File: config.mk
export PLATFORM = sky130hd
export DESIGN_NAME = mem_bus_ctrl
export DESIGN_NICKNAME = d
export VERILOG_FILES = /design/src/rtl/mem_bus_ctrl.sv
export SDC_FILE = /design/constraint.sdc
export NUM_CORES = 1
export LEC_CHECK = 0
export BUFFER_PORTS_ARGS = -buffer_cell sky130_fd_sc_hd__buf_2
export CAP_MARGIN = 20
export CORE_MARGIN = 4
export CORE_UTILIZATION = 44
export DETAILED_ROUTE_END_ITERATION = 12
export GPL_TIMING_DRIVEN = 0
export PLACE_DENSITY = 0.94
export SYNTH_ARGS = -nofsm -noshare
export SYNTH_HDL_FRONTEND = slang
export SYNTH_SLANG_ARGS = --single-unit
File: constraint.sdc
create_clock -name clk -period 5.3 [get_ports clk]
set_input_delay 0 -clock clk [delete_from_list [all_inputs] [get_ports clk]]
set_output_delay 0 -clock clk [all_outputs]
set_load 0.01 [all_outputs]
File: src/rtl/mem_bus_ctrl.sv
// Native-bus sequencer for picorv32: decodes ROM/RAM/char RAM/LED regions,
// drives registered selects and strobes, inserts per-region wait states.
module mem_bus_ctrl #(
  parameter int unsigned ROM_WAIT  = 0,
  parameter int unsigned RAM_WAIT  = 0,
  parameter int unsigned CHAR_WAIT = 1,
  parameter int unsigned IO_WAIT   = 0
) (
  input  logic        clk,
  input  logic        rst_n,
  input  logic        mem_valid,
  input  logic [31:0] mem_addr,
  input  logic [31:0] mem_wdata,
  input  logic [3:0]  mem_wstrb,
  output logic        mem_ready,
  output logic [31:0] mem_rdata,
  output logic        rom_cs,
  output logic        ram_cs,
  output logic        char_ram_cs,
  output logic [3:0]  dev_we,
  input  logic [31:0] rom_q,
  input  logic [31:0] ram_q,
  input  logic [31:0] char_ram_q,
  output logic [7:0]  led,
  output logic        bus_err
);

  typedef enum logic [1:0] {IDLE, ACCESS, ACK} state_t;
  typedef enum logic [2:0] {REG_ROM, REG_RAM, REG_CHAR, REG_IO, REG_NONE} region_t;

  state_t      state_q, state_d;
  region_t     region_q, region_d, region_dec;
  logic [3:0]  cnt_q, cnt_d;
  logic        wr_q, wr_d;
  logic        first_q, first_d;
  logic        io_we_q, io_we_d;
  logic        ready_d, rom_cs_d, ram_cs_d, char_cs_d, err_d;
  logic [3:0]  dev_we_d;
  logic [31:0] rdata_d;
  logic [7:0]  led_d;

  logic unused_bits;
  assign unused_bits = &{1'b0, mem_addr[11:0], mem_wdata[31:8]};

  function automatic region_t decode(input logic [31:0] a);
    if (a[31:16] != 16'h0) return REG_NONE;
    case (a[15:12])
      4'h0:    return REG_ROM;
      4'h1:    return REG_RAM;
      4'h2:    return REG_CHAR;
      4'h3:    return REG_IO;
      default: return REG_NONE;
    endcase
  endfunction

  function automatic logic [3:0] wait_of(input region_t r);
    case (r)
      REG_ROM:  return 4'(ROM_WAIT);
      REG_RAM:  return 4'(RAM_WAIT);
      REG_CHAR: return 4'(CHAR_WAIT);
      REG_IO:   return 4'(IO_WAIT);
      default:  return 4'h0;
    endcase
  endfunction

  assign region_dec = decode(mem_addr);

  always_comb begin
    state_d   = state_q;
    region_d  = region_q;
    cnt_d     = cnt_q;
    wr_d      = wr_q;
    io_we_d   = io_we_q;
    first_d   = 1'b0;
    ready_d   = 1'b0;
    rom_cs_d  = 1'b0;
    ram_cs_d  = 1'b0;
    char_cs_d = 1'b0;
    dev_we_d  = 4'h0;
    rdata_d   = mem_rdata;
    led_d     = led;
    err_d     = bus_err;
    case (state_q)
      IDLE: begin
        if (mem_valid) begin
          state_d   = ACCESS;
          region_d  = region_dec;
          cnt_d     = wait_of(region_dec);
          wr_d      = (mem_wstrb != 4'h0);
          io_we_d   = mem_wstrb[0];
          first_d   = 1'b1;
          rom_cs_d  = (region_dec == REG_ROM);
          ram_cs_d  = (region_dec == REG_RAM);
          char_cs_d = (region_dec == REG_CHAR);
          if (region_dec == REG_RAM || region_dec == REG_CHAR) dev_we_d = mem_wstrb;
          // ROM writes and unmapped accesses still complete but are flagged
          if (region_dec == REG_NONE || (region_dec == REG_ROM && mem_wstrb != 4'h0))
            err_d = 1'b1;
        end
      end
      ACCESS: begin
        if (!mem_valid) begin
          state_d = IDLE;
          err_d   = 1'b1;
        end else begin
          if (first_q && region_q == REG_IO && wr_q && io_we_q) led_d = mem_wdata[7:0];
          if (cnt_q != 4'h0) begin
            cnt_d     = cnt_q - 4'h1;
            rom_cs_d  = rom_cs;
            ram_cs_d  = ram_cs;
            char_cs_d = char_ram_cs;
          end else begin
            case (region_q)
              REG_ROM:  rdata_d = rom_q;
              REG_RAM:  rdata_d = ram_q;
              REG_CHAR: rdata_d = char_ram_q;
              REG_IO:   rdata_d = {24'h0, led};
              default:  rdata_d = 32'h0;
            endcase
            ready_d = 1'b1;
            state_d = ACK;
          end
        end
      end
      ACK:     state_d = IDLE;
      default: state_d = IDLE;
    endcase
  end

  // ---- state register ----
  always_ff @(posedge clk) begin
    if (!rst_n) state_q <= IDLE;
    else        state_q <= state_d;
  end

  // ---- registered outputs and transaction context ----
  always_ff @(posedge clk) begin
    if (!rst_n) begin
      region_q    <= REG_NONE;
      cnt_q       <= 4'h0;
      wr_q        <= 1'b0;
      first_q     <= 1'b0;
      io_we_q     <= 1'b0;
      mem_ready   <= 1'b0;
      mem_rdata   <= 32'h0;
      rom_cs      <= 1'b0;
      ram_cs      <= 1'b0;
      char_ram_cs <= 1'b0;
      dev_we      <= 4'h0;
      led         <= 8'h0;
      bus_err     <= 1'b0;
    end else begin
      region_q    <= region_d;
      cnt_q       <= cnt_d;
      wr_q        <= wr_d;
      first_q     <= first_d;
      io_we_q     <= io_we_d;
      mem_ready   <= ready_d;
      mem_rdata   <= rdata_d;
      rom_cs      <= rom_cs_d;
      ram_cs      <= ram_cs_d;
      char_ram_cs <= char_cs_d;
      dev_we      <= dev_we_d;
      led         <= led_d;
      bus_err     <= err_d;
    end
  end

endmodule

==> metrics.md <==
| Metric | Value |
|---|---|
| Outcome | `completed` |
| Max VDD drop | `between 0.0002 and 0.00025 V` |
| WP data arrival | `between 2 and 2.5 ns` |
| Peak Freq | `491 MHz` |
| RSZ-0062 raised after global routing | `no` |
| Slew @ Worst Pin | `roughly 0.73 ns` |
| Cell Chain, Critical Path | `inv_1 -> ha_1 -> nor3b_1 -> nor3b_2 -> buf_2 -> a22oi_1 -> nor2_1` |
| Slowest stage cell on the critical path | `nor3b_1` |
| CP startpoint kind | `register` |
| Port Buffers | `approximately 180` |
| DRT Pass-1 Iters | `4` |
| Crit path required time | `5.56 ns` |
| Total gr overflow | `0` |
| FP Rows | `29` |
| Number of endpoints failing setup at the final stage | `0` |
| Pin count of the biggest net entering global routing | `11` |
| Clock Tree Buf Depth | `2` |
| Crit path launch | `cnt_q[0]$_SDFFE_PN0P_` |
| Synth area leaders | `dfxtp_1 42%, mux2i_1 12%, a22oi_1 8.3%, o2bb2ai_1 7.2%, nor2_1 7.1%` |
| Post-CTS Setup Bufs | `0` |
| Fillcell total | `approximately 520` |
| Initial antenna violation count | `0` |
| Syn_area_per_cell | `slightly below 10 um^2` |
| Final worst slack | `approximately 3.3 ns` |
| Yosys warnings | `0` |
| Yosys reg bits | `61` |
| CTS tree | `done` |
| DR DRC count | `0` |
| Total track usage | `between 20% and 30%` |
| Final hold violation count | `0` |
| Nets@finish | `666` |
| Initial Util | `between 40% and 50%` |
| Reg2Reg Launch Point | `cnt_q[0]$_SDFFE_PN0P_` |
| Setup TNS | `0 ns` |
| Max Cap Viol | `0` |
| Syn Inst Count | `~300` |
| Core Box Area | `about 0.0064 mm^2` |
| Power density cells | `236 mW/mm^2` |
| First-pass GRT wire length | `approximately 14 mm` |
| Die Y | `between 80 and 90 um` |
| Clk sinks | `61` |
| CP max stage delay | `approximately 0.47 ns` |
| Layout cells sized above 1 | `a little over two fifths` |
| DR vias/cell | `~5.4` |
| Top Ports | `between 200 and 250` |
| Die X | `a little under 90 um` |
| CTS Root Cell | `clkbuf_8` |
| Antenna Cells | `0` |
| H-tree Lvls | `3` |
| Share of the synthesized area in the top cell type | `a little over two fifths` |
| Worst hold start | `ram_q[30]` |
| CTS clk-pin slew, worst paths | `roughly 0.07 ns` |
| Worst-case clock skew | `between 0.01 and 0.015 ns` |
| Overall power | `0.999 mW` |
| Inserted Clock Buffers | `9` |
| Crit-path max FO | `10` |
| Min-Delay Path Class | `in -> reg` |
| Placed Cells | `around 550` |
| WP buf/inv | `2` |
| Vias in the first global route | `3117` |
| Drt wl/cell | `~17 um` |
| Syn Nets | `roughly 460` |
| Rel. slew slack | `51.0%` |
| Pre-CTS WS | `roughly 3.2 ns` |
| Seq/Total Area, Yosys | `a little over two fifths` |
| Finished Core Util | `roughly 66%` |
| Period utilization | `a little under two fifths` |
| Synth unique cells | `34` |
| Endpoint class of the critical path | `register` |
| Final ANT Viol Nets | `0` |
| CP delay by family, top | `simple AND/OR/NAND/NOR gates` |
| Synth area leader | `dfxtp_1` |
| P&R area growth vs syn | `46.0%` |
| Tmin final | `2.04 ns` |
| Full die area | `about 0.008 mm^2` |
| Slew Limit Fails | `0` |
| Routability congestion estimate from global placement | `between 0.8 and 0.9` |
| P_leak | `roughly 1.9 nW` |
| Cell Area, Synth | `roughly 0.0029 mm^2` |
| DRT iter0 DRCs | `93` |
| Clock Latency Late Sink | `~0.33 ns` |
| Final Non-Filler Cells | `580` |
| HPWL Detailed | `between 7 and 8 mm` |
| Routed vias | `3114` |
| Kind of critical path | `reg -> reg` |
| Routed WL | `around 9.6 mm` |
-- kinds of logic (layout without fill, tap and decap cells) --
| family | Yosys count | count (layout) | synth area share (%) |
|---|---|---|---|
| adder cells (fa/ha/maj) | 1 | 1 | 0.431 |
| AO/OA/AOI/OAI | 70 | 70 | 19.0 |
| AND/OR/NAND/NOR | 88 | 88 | 15.1 |
| buffers and inverters | 29 | 239 | 4.83 |
| flip-flops | 61 | 61 | 42.1 |
| multiplexers | 42 | 42 | 17.9 |
| XOR/XNOR | 2 | 2 | 0.604 |
-- power by group --
| group | switching [mW] | internal [mW] |
|---|---|---|
| combinational | 0.0553 | 0.0694 |
| clock | 0.176 | 0.229 |
| sequential | 0.00541 | 0.465 |
| total | 0.237 | 0.763 |
-- metal layers --
layer	GRT usage, %	vias to the layer above	wire length [um]
li1	-	1496	-
met1	26.4	1440	3560
met2	44.8	160	4970
met3	6.27	18	925
met4	6.90	0	158
met5	0	-	0
-- what timing repair did --
action / CTS / global route
endpoints found under the hold margin: 17 / 0
gates resized for setup: 0 / 0
hold buffers: 15 / 0
-- stage by stage --
step	hold WS, ns	area [um^2]
floorplan	0.125	2900
global placement	0.234	3890
detailed placement	0.241	3890
CTS	0.00653	4240
global route	0.0208	4240
finish	0.0192	4240
-- worst reg2reg max path: cells and delay by family (launching register included) --
kind	cells	cell delay [ns]
adder cells (fa/ha/maj)	1	0.16
AO/OA/AOI/OAI	1	0.10
AND/OR/NAND/NOR	3	1.01
flip-flops	1	0.32
buffers and inverters	2	0.38
-- state kept, by name, summed over array words and instances, names as in the netlist --
signal	cells
bus_err	1
led	8
cnt_q	4
rom_cs	1
first_q	1
char_ram_cs	1
wr_q	1
io_we_q	1
mem_rdata	32
dev_we	4
state_q	2
region_q	3
mem_ready	1
ram_cs	1
-- layout by cell type (no fill, tap or decap), types with 2 or more instances in the layout --
cell type and instances:
buf_2 186, dfxtp_1 61, nor2_1 55, mux2i_1 34, a22oi_1 32, o2bb2ai_1 24, dlygate4sd3_1 15, clkbuf_1 11
clkbuf_8 10, mux4_2 8, inv_1 6, nor4_1 5, a22o_1 5, nand2_1 4, buf_1 4, and3_1 4
o21ai_0 3, a211oi_1 3, buf_6 3, nor3_1 3, nor2b_1 3, nand2b_1 2, nor3b_2 2, xnor2_1 2
or2_2 2, a21oi_1 2, clkinv_2 2
-- synthesized netlist by cell type, drive strengths merged --
library cell and instances:
o21ai 3, nor2 55, o32a 1, a22oi 32, nand3 1, nor3 4, nor3b 3, ha 1
or2 2, nand4 1, clkbuf 9, inv 6, a21oi 2, nand3b 1, xnor2 2, a22o 5
a211oi 3, or3 1, nand2b 2, or4 1, and3 4, mux4 8, nand2 4, o2bb2ai 24
mux2i 34, buf 14, dfxtp 61, nor2b 3, nor4 6
-- worst paths after layout --
kind	end	slack (ns)	cells past startpoint
worst min register to register	ram_cs$_SDFFE_PN0P_	0.48	1
worst min-delay path	mem_rdata[30]$_SDFFE_PN0P_	0.02	4
worst max-delay path	mem_rdata[0]$_SDFFE_PN0P_	3.26	7
worst max register to register	mem_rdata[0]$_SDFFE_PN0P_	3.26	7
-- cell type report --
class                      instances  area (um^2)  area share, %
multi-input combinational        203         1540           36.3
sequential                        61         1220           28.8
timing repair buffer             194         1050           24.7
clock buffer                      12          145           3.43
buffer                            23          118           2.78
tap                               77         96.3           2.27
clock inverter                     4         47.5           1.12
inverter                           6         22.5          0.532
No activity file was read; power rests on OpenSTA's default activity.
